<file path="config.mk">
export PLATFORM = sky130hd
export DESIGN_NAME = tx_arbiter_flat
export DESIGN_NICKNAME = d
export VERILOG_FILES = /design/src/rtl/tx_arbiter_pkg.sv /design/src/rtl/tx_arbiter_if.sv /design/src/rtl/tx_arbiter_rr_pick.sv /design/src/rtl/tx_arbiter.sv /design/src/flat_wrapper.sv
export SDC_FILE = /design/constraint.sdc
export NUM_CORES = 1
export LEC_CHECK = 0
export BUFFER_PORTS_ARGS = -buffer_cell sky130_fd_sc_hd__buf_2
export CORE_ASPECT_RATIO = 1.4
export CORE_MARGIN = 5
export CORE_UTILIZATION = 59
export CTS_BUF_LIST = sky130_fd_sc_hd__clkbuf_16
export DETAILED_ROUTE_END_ITERATION = 6
export GPL_ROUTABILITY_DRIVEN = 0
export GPL_TIMING_DRIVEN = 0
export PLACE_DENSITY = 0.85
export SETUP_SLACK_MARGIN = 0.4
export SYNTH_ARGS = -nofsm -noshare
export SYNTH_HDL_FRONTEND = slang
export SYNTH_HIERARCHICAL = 1
export SYNTH_SLANG_ARGS = --single-unit
</file>
<file path="constraint.sdc">
create_clock -name i_clk -period 5.99 [get_ports i_clk]
set_clock_uncertainty 0.05 [all_clocks]
set_input_delay 0.599 -clock i_clk [delete_from_list [all_inputs] [get_ports i_clk]]
set_output_delay 0.599 -clock i_clk [all_outputs]
set_load 0.1 [all_outputs]
</file>
<file path="src/rtl/tx_arbiter_pkg.sv">
// Shared definitions for the transmit-port arbiter.
//   NUM_PORTS : number of receive ports that may request one transmit port
//               (override with +define+NUM_PORTS=<n>)
//   CREDITS   : depth of the downstream transmit FIFO, which is the reset credit count
//   port_idx_t, port_vec_t, cred_t, state_e : common types
`ifndef NUM_PORTS
`define NUM_PORTS 4
`endif

package tx_arbiter_pkg;

  localparam int unsigned NUM_REQ = `NUM_PORTS;
  localparam int unsigned IDX_W   = (NUM_REQ > 1) ? $clog2(NUM_REQ) : 1;
  localparam int unsigned CREDITS = 8;
  localparam int unsigned CRED_W  = $clog2(CREDITS + 1);

  typedef logic [IDX_W-1:0]   port_idx_t;
  typedef logic [NUM_REQ-1:0] port_vec_t;
  typedef logic [CRED_W-1:0]  cred_t;

  typedef enum logic {StRun, StStall} state_e;

endpackage

</file>
<file path="src/rtl/tx_arbiter_if.sv">
// Handshake bundle between the receive ports and one transmit-port arbiter.
//   req, rx_pop, credit_ret          : driven by the receive side / downstream FIFO
//   grant, grant_valid, grant_idx    : arbitration result (combinational)
//   credits, stalled, cred_err       : registered status
//   stat_grants, stat_stall          : only when TX_ARBITER_STATS_EN is defined
// Modports: master = requesting side, slave = arbiter.
interface tx_arbiter_if;
  import tx_arbiter_pkg::*;

  port_vec_t req;
  port_vec_t rx_pop;
  logic      credit_ret;
  port_vec_t grant;
  logic      grant_valid;
  port_idx_t grant_idx;
  cred_t     credits;
  logic      stalled;
  logic      cred_err;
`ifdef TX_ARBITER_STATS_EN
  logic [NUM_REQ*16-1:0] stat_grants;
  logic [15:0]           stat_stall;

  modport master (
    output req, rx_pop, credit_ret,
    input  grant, grant_valid, grant_idx, credits, stalled, cred_err, stat_grants, stat_stall
  );
  modport slave (
    input  req, rx_pop, credit_ret,
    output grant, grant_valid, grant_idx, credits, stalled, cred_err, stat_grants, stat_stall
  );
`else
  modport master (
    output req, rx_pop, credit_ret,
    input  grant, grant_valid, grant_idx, credits, stalled, cred_err
  );
  modport slave (
    input  req, rx_pop, credit_ret,
    output grant, grant_valid, grant_idx, credits, stalled, cred_err
  );
`endif
endinterface

</file>
<file path="src/rtl/tx_arbiter_rr_pick.sv">
// Rotating-priority picker: returns the first eligible requester at or after i_rr_ptr
// (wrapping), as a one-hot vector plus its index. Purely combinational.
//   i_elig   : eligible requesters
//   i_rr_ptr : highest-priority position this cycle
//   o_grant  : one-hot pick, zero when nothing is eligible
//   o_idx    : index of the pick, zero when nothing is eligible
module rr_pick #(
  parameter int unsigned NumReq = 4,
  parameter int unsigned IdxW   = (NumReq > 1) ? $clog2(NumReq) : 1
) (
  input  logic [NumReq-1:0] i_elig,
  input  logic [IdxW-1:0]   i_rr_ptr,
  output logic [NumReq-1:0] o_grant,
  output logic [IdxW-1:0]   o_idx
);

  logic            w_found;
  logic [IdxW-1:0] w_j;

  always_comb begin
    o_grant = '0;
    o_idx   = '0;
    w_found = 1'b0;
    w_j     = '0;
    for (int unsigned k = 0; k < NumReq; k++) begin
      w_j = IdxW'((32'(i_rr_ptr) + k) % NumReq);
      if (!w_found && i_elig[w_j]) begin
        w_found      = 1'b1;
        o_grant[w_j] = 1'b1;
        o_idx        = w_j;
      end
    end
  end

endmodule

</file>
<file path="src/rtl/tx_arbiter.sv">
// Round-robin arbiter for one transmit port, shared by NUM_REQ receive ports.
// Grants are zero-latency and gated by a downstream credit counter; a requester that
// has been granted stays blocked until it pops its FIFO head, so a multicast head waiting
// on other output ports is not granted twice here.
//   i_clk, i_rst : clock, synchronous active-high reset
//   bus          : tx_arbiter_if.slave (req/rx_pop/credit_ret in, grant/status out)
// Optional: TX_ARBITER_STATS_EN adds saturating per-requester grant and stall counters.
module tx_arbiter
  import tx_arbiter_pkg::*;
(
  input logic         i_clk,
  input logic         i_rst,
  tx_arbiter_if.slave bus
);

  state_e    r_state, w_state_d;
  cred_t     r_credits, w_credits_d;
  port_idx_t r_rr_ptr, w_rr_ptr_d;
  port_vec_t r_served, w_served_d;
  logic      r_cred_err, w_cred_err_d;

  port_vec_t w_elig, w_pick_grant, w_grant;
  port_idx_t w_pick_idx;
  logic      w_can_grant, w_grant_valid;

  assign w_elig = bus.req & ~r_served;

  rr_pick #(
    .NumReq (NUM_REQ),
    .IdxW   (IDX_W)
  ) u_rr_pick (
    .i_elig   (w_elig),
    .i_rr_ptr (r_rr_ptr),
    .o_grant  (w_pick_grant),
    .o_idx    (w_pick_idx)
  );

  // rst gates the grant so receive ports never consume one while being reset.
  assign w_can_grant   = (r_state == StRun) && (r_credits != '0) && !i_rst;
  assign w_grant       = w_can_grant ? w_pick_grant : '0;
  assign w_grant_valid = |w_grant;

  assign bus.grant       = w_grant;
  assign bus.grant_valid = w_grant_valid;
  assign bus.grant_idx   = w_grant_valid ? w_pick_idx : '0;
  assign bus.credits     = r_credits;
  assign bus.stalled     = (r_state == StStall);
  assign bus.cred_err    = r_cred_err;

  always_comb begin
    w_rr_ptr_d = r_rr_ptr;
    if (w_grant_valid) begin
      w_rr_ptr_d = port_idx_t'((32'(w_pick_idx) + 32'd1) % NUM_REQ);
    end
    // Pop wins: a completing grant and its pop land in the same cycle.
    w_served_d = (r_served | w_grant) & ~bus.rx_pop;
  end

  always_comb begin
    w_credits_d  = r_credits;
    w_cred_err_d = r_cred_err;
    if (bus.credit_ret && !w_grant_valid) begin
      if (r_credits == cred_t'(CREDITS)) begin
        w_cred_err_d = 1'b1;
      end else begin
        w_credits_d = r_credits + cred_t'(1);
      end
    end else if (!bus.credit_ret && w_grant_valid) begin
      w_credits_d = r_credits - cred_t'(1);
    end
  end

  always_comb begin
    w_state_d = r_state;
    unique case (r_state)
      StRun:   if (w_credits_d == '0) w_state_d = StStall;
      StStall: if (w_credits_d != '0) w_state_d = StRun;
      default: w_state_d = StRun;
    endcase
  end

  always_ff @(posedge i_clk) begin
    if (i_rst) begin
      r_state    <= StRun;
      r_credits  <= cred_t'(CREDITS);
      r_rr_ptr   <= '0;
      r_served   <= '0;
      r_cred_err <= 1'b0;
    end else begin
      r_state    <= w_state_d;
      r_credits  <= w_credits_d;
      r_rr_ptr   <= w_rr_ptr_d;
      r_served   <= w_served_d;
      r_cred_err <= w_cred_err_d;
    end
  end

`ifdef TX_ARBITER_STATS_EN
  logic [NUM_REQ-1:0][15:0] r_stat_grants;
  logic [15:0]              r_stat_stall;

  always_ff @(posedge i_clk) begin
    if (i_rst) begin
      r_stat_grants <= '0;
      r_stat_stall  <= '0;
    end else begin
      for (int unsigned i = 0; i < NUM_REQ; i++) begin
        if (w_grant[i] && (r_stat_grants[i] != 16'hFFFF)) begin
          r_stat_grants[i] <= r_stat_grants[i] + 16'd1;
        end
      end
      if ((r_state == StStall) && (r_stat_stall != 16'hFFFF)) begin
        r_stat_stall <= r_stat_stall + 16'd1;
      end
    end
  end

  assign bus.stat_grants = r_stat_grants;
  assign bus.stat_stall  = r_stat_stall;
`endif

endmodule

</file>
<file path="src/flat_wrapper.sv">
// flat-port wrapper written by rule: the top's interface ports become plain ports
module tx_arbiter_flat import tx_arbiter_pkg::*;
  (i_clk, i_rst, bus_req, bus_rx_pop, bus_credit_ret, bus_grant, bus_grant_valid, bus_grant_idx, bus_credits, bus_stalled, bus_cred_err);
  tx_arbiter_if bus_i ();
  input logic i_clk;
  input logic i_rst;
  input wire logic [$bits(bus_i.req)-1:0] bus_req;
  input wire logic [$bits(bus_i.rx_pop)-1:0] bus_rx_pop;
  input wire logic [$bits(bus_i.credit_ret)-1:0] bus_credit_ret;
  output wire logic [$bits(bus_i.grant)-1:0] bus_grant;
  output wire logic [$bits(bus_i.grant_valid)-1:0] bus_grant_valid;
  output wire logic [$bits(bus_i.grant_idx)-1:0] bus_grant_idx;
  output wire logic [$bits(bus_i.credits)-1:0] bus_credits;
  output wire logic [$bits(bus_i.stalled)-1:0] bus_stalled;
  output wire logic [$bits(bus_i.cred_err)-1:0] bus_cred_err;
  assign bus_i.req = bus_req;
  assign bus_i.rx_pop = bus_rx_pop;
  assign bus_i.credit_ret = bus_credit_ret;
  assign bus_grant = bus_i.grant;
  assign bus_grant_valid = bus_i.grant_valid;
  assign bus_grant_idx = bus_i.grant_idx;
  assign bus_credits = bus_i.credits;
  assign bus_stalled = bus_i.stalled;
  assign bus_cred_err = bus_i.cred_err;
  tx_arbiter u_core (.i_clk(i_clk), .i_rst(i_rst), .bus(bus_i));
endmodule
</file>
==> results of run 1 <==
[metrics by stage]
stage / area (um2) / util
after CTS: 1439 / 0.7292
after floorplan: 1219 / -
after global routing: 1439 / 0.7292
final: 1439 / 0.7292
after detailed placement: 1360 / 0.6893
after global placement: 1360 / 0.6893
[cells in the mapped netlist, types with 2 or more instances]
cell and count:
a211oi_1 4, a21oi_1 5, a221o_2 4, a31oi_1 3
and2_1 6, and3b_1 2, buf_2 3, buf_6 3
clkbuf_2 3, dfxtp_1 12, ha_1 7, inv_1 7
mux2i_1 5, mux4_2 3, nand2_1 13, nand2b_1 2
nor2_1 15, nor2b_1 6, nor3_1 6, nor3b_1 3
o21ai_0 8, o31ai_1 2, xnor2_1 4
[logic make-up after synthesis]
logic type      share of synthesized area
fa+ha+maj                         0.07187
flops                              0.1971
mux                               0.09651
compound gates                     0.1951
simple gates                       0.3203
xor+xnor                          0.02874
buf+inv                           0.09034
[sequential cells by signal, summed over array words and instances, names as in the netlist]
register / count
u_core/bus.stalled: 1
u_core/r_served: 4
u_core/bus.cred_err: 1
u_core/r_rr_ptr: 2
u_core/bus.credits: 4
[path summary, 6_finish.rpt]
kind / to / slack, ns
max: bus_grant_idx[0] / 1.54
min: u_core/bus.cred_err / 0.43
max reg2reg: u_core/bus.stalled / 2.34
min reg2reg: u_core/bus.cred_err / 0.43
[worst max-delay path: cells and delay by family (launching register included)]
kind / cells / cell delay, ns
adder cells (fa/ha/maj): 1 / 0.41
AND/OR/NAND/NOR: 3 / 0.57
flip-flops: 1 / 0.42
AO/OA/AOI/OAI: 3 / 1.05
buffers and inverters: 6 / 1.11
[layout by cell type (no fill, tap or decap), types with 5 or more instances in the layout]
master and instances:
a21oi_1 5, and2_1 6, inv_1 7, ha_1 7, nor3_1 6, dfxtp_1 12, nor2_1 15, nand2_1 13
mux2i_1 5, nor2b_1 6, o21ai_0 8, buf_2 26
[per-layer routing]
metal  vias to the layer above  part of all wire  GRT usage
met3                         4             0.024    0.01860
met4                         0             0.013    0.08651
li1                        589                 -          -
met1                       548              0.39     0.1848
met2                        15              0.58     0.3807
met5                         -                 0          0
[area by class of cell]
type,instances,area [um2],share of cell area
Inverter,8,35.03,0.02435
Multi-Input combinational cell,118,868.3,0.6035
Timing Repair Buffer,23,115.1,0.08000
Buffer,11,75.07,0.05217
Tap cell,21,26.28,0.01826
Clock buffer,3,75.07,0.05217
Sequential cell,12,240.2,0.1670
Clock inverter,1,3.754,0.002609
==> impl_metrics.sql, run 1 <==
INSERT INTO impl_metrics (metric_group, metric, value, unit) VALUES
('cts', 'clk_pin_slew', '0.05', 'ns'),
('logic_synthesis', 'synth.largest_area_cell', 'dfxtp_1', ''),
('detailed_routing', 'route.vias.total', '1156', ''),
('grt', 'overall_track_demand_over_capacity_in_global_routing', '0.1891', ''),
('detailed_routing', 'firstDrtPassIters', '4', ''),
('die', 'start_util', '0.6176', ''),
('timing', 'timing.final.max_slew_violations', '0', ''),
('detailed_routing', 'wl', '2832', 'um'),
('place', 'place.detailed.hpwl', '2236', 'um'),
('job', 'cap_viol_max_count', '0', ''),
('detailed_routing', 'post_drt_via_cell_ratio', '5.868', ''),
('worst_hold_path', 'min_delay_path_depth', '2', ''),
('detailed_routing', 'drt.antenna.violating_nets', '0', ''),
('logic_synthesis', 'synth.net_count', '167', ''),
('worst_hold_path', 'hold_path_startpoint', 'u_core/bus.cred_err', ''),
('cts', 'cts_tree', 'yes', ''),
('die', 'fp-row-count', '19', ''),
('worst_setup_path', 'critPathMaxStageDelay', '0.61', 'ns'),
('logic_synthesis', 'async_reset_ff_frac', '0', ''),
('cts', 'cts_made_buffers', '3', ''),
('cts', 'worst_skew_late_latency', '0.25', 'ns'),
('place', 'dpl.cell_count', '193', ''),
('logic_synthesis', 'yosysWarningCount', '6', ''),
('timing', 'max_freq', '0.2248', 'GHz'),
('cts', 'cts.repair_timing.setup_buffer_count', '0', ''),
('worst_setup_path', 'data_required_time_at_the_worst_endpoint', '5.34', 'ns'),
('cts', 'numClockSinks', '12', ''),
('logic_synthesis', 'netlist_area_before_placement', '0.001219', 'mm2'),
('worst_setup_path', 'r2r_start', 'u_core/r_rr_ptr[0]', ''),
('logic_synthesis', 'most_used_flip_flop_cell_after_synthesis', 'dfxtp_1', ''),
('cts', 'clk_path_buf_depth', '2', ''),
('grt', 'global_route.overflow_total', '0', ''),
('worst_setup_path', 'cp-end-kind', 'output pin', ''),
('logic_synthesis', 'post_synth.cell_area_avg', '8.179', 'um2'),
('worst_setup_path', 'crit_slowest_cell', 'o31ai_1', ''),
('die', 'die_h', '63.78', 'um'),
('grt', 'first_global_vias', '1130', ''),
('status', 'outcome', 'finished clean', ''),
('worst_setup_path', 'r2r_worst_path_depth', '13', ''),
('cts', 'cts.htree.levels', '1', ''),
('worst_setup_path', 'cp_cell_sequence', 'buf_6, buf_2, inv_1, ha_1, o21ai_0, o31ai_1, a221o_2, nor4_4, or3_4, clkinv_4, buf_6, and2_1, buf_2', ''),
('timing', 'finalCriticalPeriod', '4.448', 'ns'),
('worst_setup_path', 'worstSetupStartpointType', 'register', ''),
('final_layout', 'fillCellCount', '169', ''),
('timing', 'setup_viol', '0', ''),
('detailed_routing', 'routed_wire_length_per_instance', '14.38', 'um'),
('detailed_routing', 'drc_errors', '0', ''),
('logic_synthesis', 'synth.top_cell.area_share', '0.1971', ''),
('place', 'io_buffer_count', '23', ''),
('die', 'io_pins', '24', ''),
('final_layout', 'stdcell_count', '197', ''),
('timing', 'rsz0062_at_grt', 'no', ''),
('timing', 'hold-worst-slack', '0.4266', 'ns'),
('timing', 'worst_slack', '1.542', 'ns'),
('final_layout', 'drive_gt1_frac', '0.2898', ''),
('grt', 'wire_length_of_the_first_global_routing_pass', '4850', 'um'),
('timing', 'share_of_the_cycle_needed_by_the_critical_path_after_routing', '0.7427', ''),
('place', 'placement.setup.worst_slack', '1.808', 'ns'),
('final_layout', 'syn2layout_area_growth', '18.07', '%'),
('worst_setup_path', 'crit_path_start', 'u_core/r_rr_ptr[0]', ''),
('detailed_routing', 'drt_first_iter_violations', '23', ''),
('logic_synthesis', 'synth_edf_count', '0', ''),
('worst_hold_path', 'worstHoldPathType', 'register to register', ''),
('timing', 'final-hold-violation-count', '0', ''),
('worst_setup_path', 'worst_path_fanout_max', '10', ''),
('die', 'die-area', '0.003087', 'mm2'),
('logic_synthesis', 'synth_cell_types', '46', ''),
('logic_synthesis', 'synth.ff_latch_count', '12', ''),
('logic_synthesis', 'synth_cells', '149', ''),
('grt', 'grt_start_max_net_pins', '11', ''),
('final_layout', 'nNetsFinal', '195', '');
Power of run 1 is left out: the tool's default activity adds up to more than one toggle a clock period on the data nets, which glitch-free logic cannot reach.
==> inputs of run 2 (changes only) <==
--- a/config.mk
+++ b/config.mk
@@ -8,12 +8,12 @@
 export BUFFER_PORTS_ARGS = -buffer_cell sky130_fd_sc_hd__buf_2
 export CORE_ASPECT_RATIO = 1.4
 export CORE_MARGIN = 5
-export CORE_UTILIZATION = 59
+export CORE_UTILIZATION = 49
 export CTS_BUF_LIST = sky130_fd_sc_hd__clkbuf_16
 export DETAILED_ROUTE_END_ITERATION = 6
 export GPL_ROUTABILITY_DRIVEN = 0
 export GPL_TIMING_DRIVEN = 0
-export PLACE_DENSITY = 0.85
+export PLACE_DENSITY = 0.75
 export SETUP_SLACK_MARGIN = 0.4
 export SYNTH_ARGS = -nofsm -noshare
 export SYNTH_HDL_FRONTEND = slang
==> constraint.sdc (replaced) <==
create_clock -name i_clk -period 3.9 [get_ports i_clk]
set_clock_uncertainty 0.05 [all_clocks]
set_input_delay 0.39 -clock i_clk [delete_from_list [all_inputs] [get_ports i_clk]]
set_output_delay 0.39 -clock i_clk [all_outputs]
set_load 0.1 [all_outputs]
==> impl_metrics.sql, run 2 (synthesis results as in run 1) <==
INSERT INTO impl_metrics (metric_group, metric, value, unit) VALUES
('job', 'cap_viol_max_count', '0', ''),
('die', 'io_pins', '24', ''),
('die', 'die_w', '52.15', 'um'),
('die', 'floorplan.core_area', '0.002391', 'mm2'),
('detailed_routing', 'drt_first_iter_violations', '39', ''),
('timing', 'final.setup.tns', '0', 'ns'),
('die', 'die-area', '0.003599', 'mm2'),
('detailed_routing', 'drt.antenna.violating_nets', '0', ''),
('final_layout', 'n_antenna_cell', '0', ''),
('timing', 'max_freq', '0.2883', 'GHz'),
('final_layout', 'final_cell_mix', 'buf_2 (21), buf_4 (19), nor2_1 (15), nand2_1 (13), dfxtp_1 (10)', ''),
('timing', 'finalCriticalPeriod', '3.469', 'ns'),
('status', 'outcome', 'finished clean', ''),
('cts', 'clockRootBuffer', 'clkbuf_16', ''),
('grt', 'global_route.overflow_total', '0', ''),
('cts', 'clk_path_buf_depth', '2', ''),
('grt', 'overall_track_demand_over_capacity_in_global_routing', '0.1965', ''),
('timing', 'final-hold-violation-count', '0', ''),
('place', 'place.detailed.hpwl', '2334', 'um'),
('final_layout', 'area_taken_by_multi_input_logic_gates', '890.9', 'um2'),
('final_layout', 'syn2layout_area_growth', '40.45', '%'),
('place', 'dpl.cell_count', '206', ''),
('place', 'io_buffer_count', '23', ''),
('cts', 'numClockSinks', '12', ''),
('die', 'fp-row-count', '21', ''),
('worst_setup_path', 'crit_type', 'register to output pin', ''),
('worst_setup_path', 'critPathMaxStageDelay', '0.36', 'ns'),
('die', 'die_h', '69.01', 'um'),
('final_layout', 'utilization', '0.7159', ''),
('place', 'placement.setup.worst_slack', '0.05428', 'ns'),
('cts', 'cts.hold.buffers_added', '0', ''),
('cts', 'cts_tree', 'yes', ''),
('worst_setup_path', 'cp_cell_sequence', 'buf_6, buf_6, inv_4, ha_4, mux4_2, or2_4, nor2b_4, a221o_2, nor4_4, or3_4, clkinv_4, buf_12, and2_4, buf_12', ''),
('grt', 'grt_start_max_net_pins', '11', ''),
('detailed_routing', 'drc_errors', '0', ''),
('detailed_routing', 'post_drt_via_cell_ratio', '5.585', ''),
('worst_setup_path', 'crit_slowest_cell', 'mux4_2', ''),
('worst_setup_path', 'cp-end-kind', 'output pin', ''),
('worst_setup_path', 'worstSetupStartpointType', 'register', ''),
('final_layout', 'mostFrequentLayoutCell', 'buf_2', ''),
('timing', 'timing.final.max_slew_violations', '0', ''),
('final_layout', 'nNetsFinal', '214', ''),
('timing', 'worstMarginPinSlew', '0.4906', 'ns'),
('detailed_routing', 'routed_wire_length_per_instance', '15.30', 'um'),
('final_layout', 'fillCellCount', '198', ''),
('timing', 'max_slew_margin', '0.6752', ''),
('detailed_routing', 'firstDrtPassIters', '4', ''),
('final_layout', 'drive_gt1_frac', '0.3949', ''),
('final_layout', 'layout.area.seq', '245.2', 'um2'),
('worst_setup_path', 'worst_path_fanout_max', '6', ''),
('final_layout', 'stdcell_count', '229', ''),
('cts', 'cts.htree.levels', '1', ''),
('detailed_routing', 'route.vias.total', '1279', ''),
('timing', 'share_of_the_cycle_needed_by_the_critical_path_after_routing', '0.8894', ''),
('worst_setup_path', 'arrival_time_of_the_worst_setup_path', '3.03', 'ns'),
('grt', 'first_global_vias', '1289', ''),
('timing', 'worst_slack', '0.4313', 'ns'),
('worst_setup_path', 'data_required_time_at_the_worst_endpoint', '3.46', 'ns'),
('cts', 'cts_made_buffers', '3', ''),
('grt', 'wire_length_of_the_first_global_routing_pass', '5520', 'um'),
('cts', 'clk_pin_slew', '0.04', 'ns'),
('grt', 'initial_antenna_violation_count', '0', ''),
('timing', 'rsz0062_at_grt', 'yes', ''),
('cts', 'worst_skew_late_latency', '0.24', 'ns'),
('worst_hold_path', 'worstHoldPathType', 'input port to register', ''),
('die', 'start_util', '0.5097', ''),
('detailed_routing', 'wl', '3503', 'um'),
('timing', 'setup_viol', '0', '');
[run 2: final timing paths]
path | cells after the start | to | from | slack (ns)
setup / recovery | 14 | bus_grant_idx[0] | u_core/r_rr_ptr[0] | 0.43
hold / removal | 2 | u_core/r_served[2] | bus_rx_pop[2] | 0.26
setup reg to reg | 16 | u_core/bus.stalled | u_core/r_rr_ptr[0] | 0.54
hold reg to reg | 2 | u_core/bus.cred_err | u_core/bus.cred_err | 0.44
[run 2: metal layers]
metal | global-route usage | wire length (um)
met1 | 0.1801 | 1225
met2 | 0.3776 | 2048
met3 | 0.03017 | 127
met4 | 0.1165 | 102
met5 | 0 | 0
[run 2: area by class of cell]
cell class | instances | share of cell area
clock buffers | 3 | 0.04386
inverters | 8 | 0.02193
repair buffers | 42 | 0.1871
clock inverters | 1 | 0.002193
multi-input cells | 118 | 0.5205
well taps | 34 | 0.02485
plain buffers | 11 | 0.05629
flip-flops and latches | 12 | 0.1433
[run 2: repair_timing]
action / CTS / global route
pin swaps: 4 / 6
endpoints found under the setup margin: 8 / 3
gates resized for setup: 18 / 1
setup buffers: 8 / 10
gates cloned: 0 / 1
[run 2: through the flow]
step	hold WS (ns)	area [um2]
6_report	0.2563	1712
5_1_grt	0.2512	1712
4_1_cts	0.2552	1609
3_5_place_dp	0.4343	1403
3_3_place_gp	0.4031	1403
2_1_floorplan	0.4168	1245
[run 2: worst max-delay path: cells and delay by family (launching register included)]
kind / cells / cell delay (ns)
AOI/OAI and AO/OA: 1 / 0.21
adders and majority gates: 1 / 0.27
and+or+nand+nor: 5 / 1.01
DFF: 1 / 0.35
buffers and inverters: 6 / 0.59
muxes: 1 / 0.36
Power of run 2 is left out for the same reason.
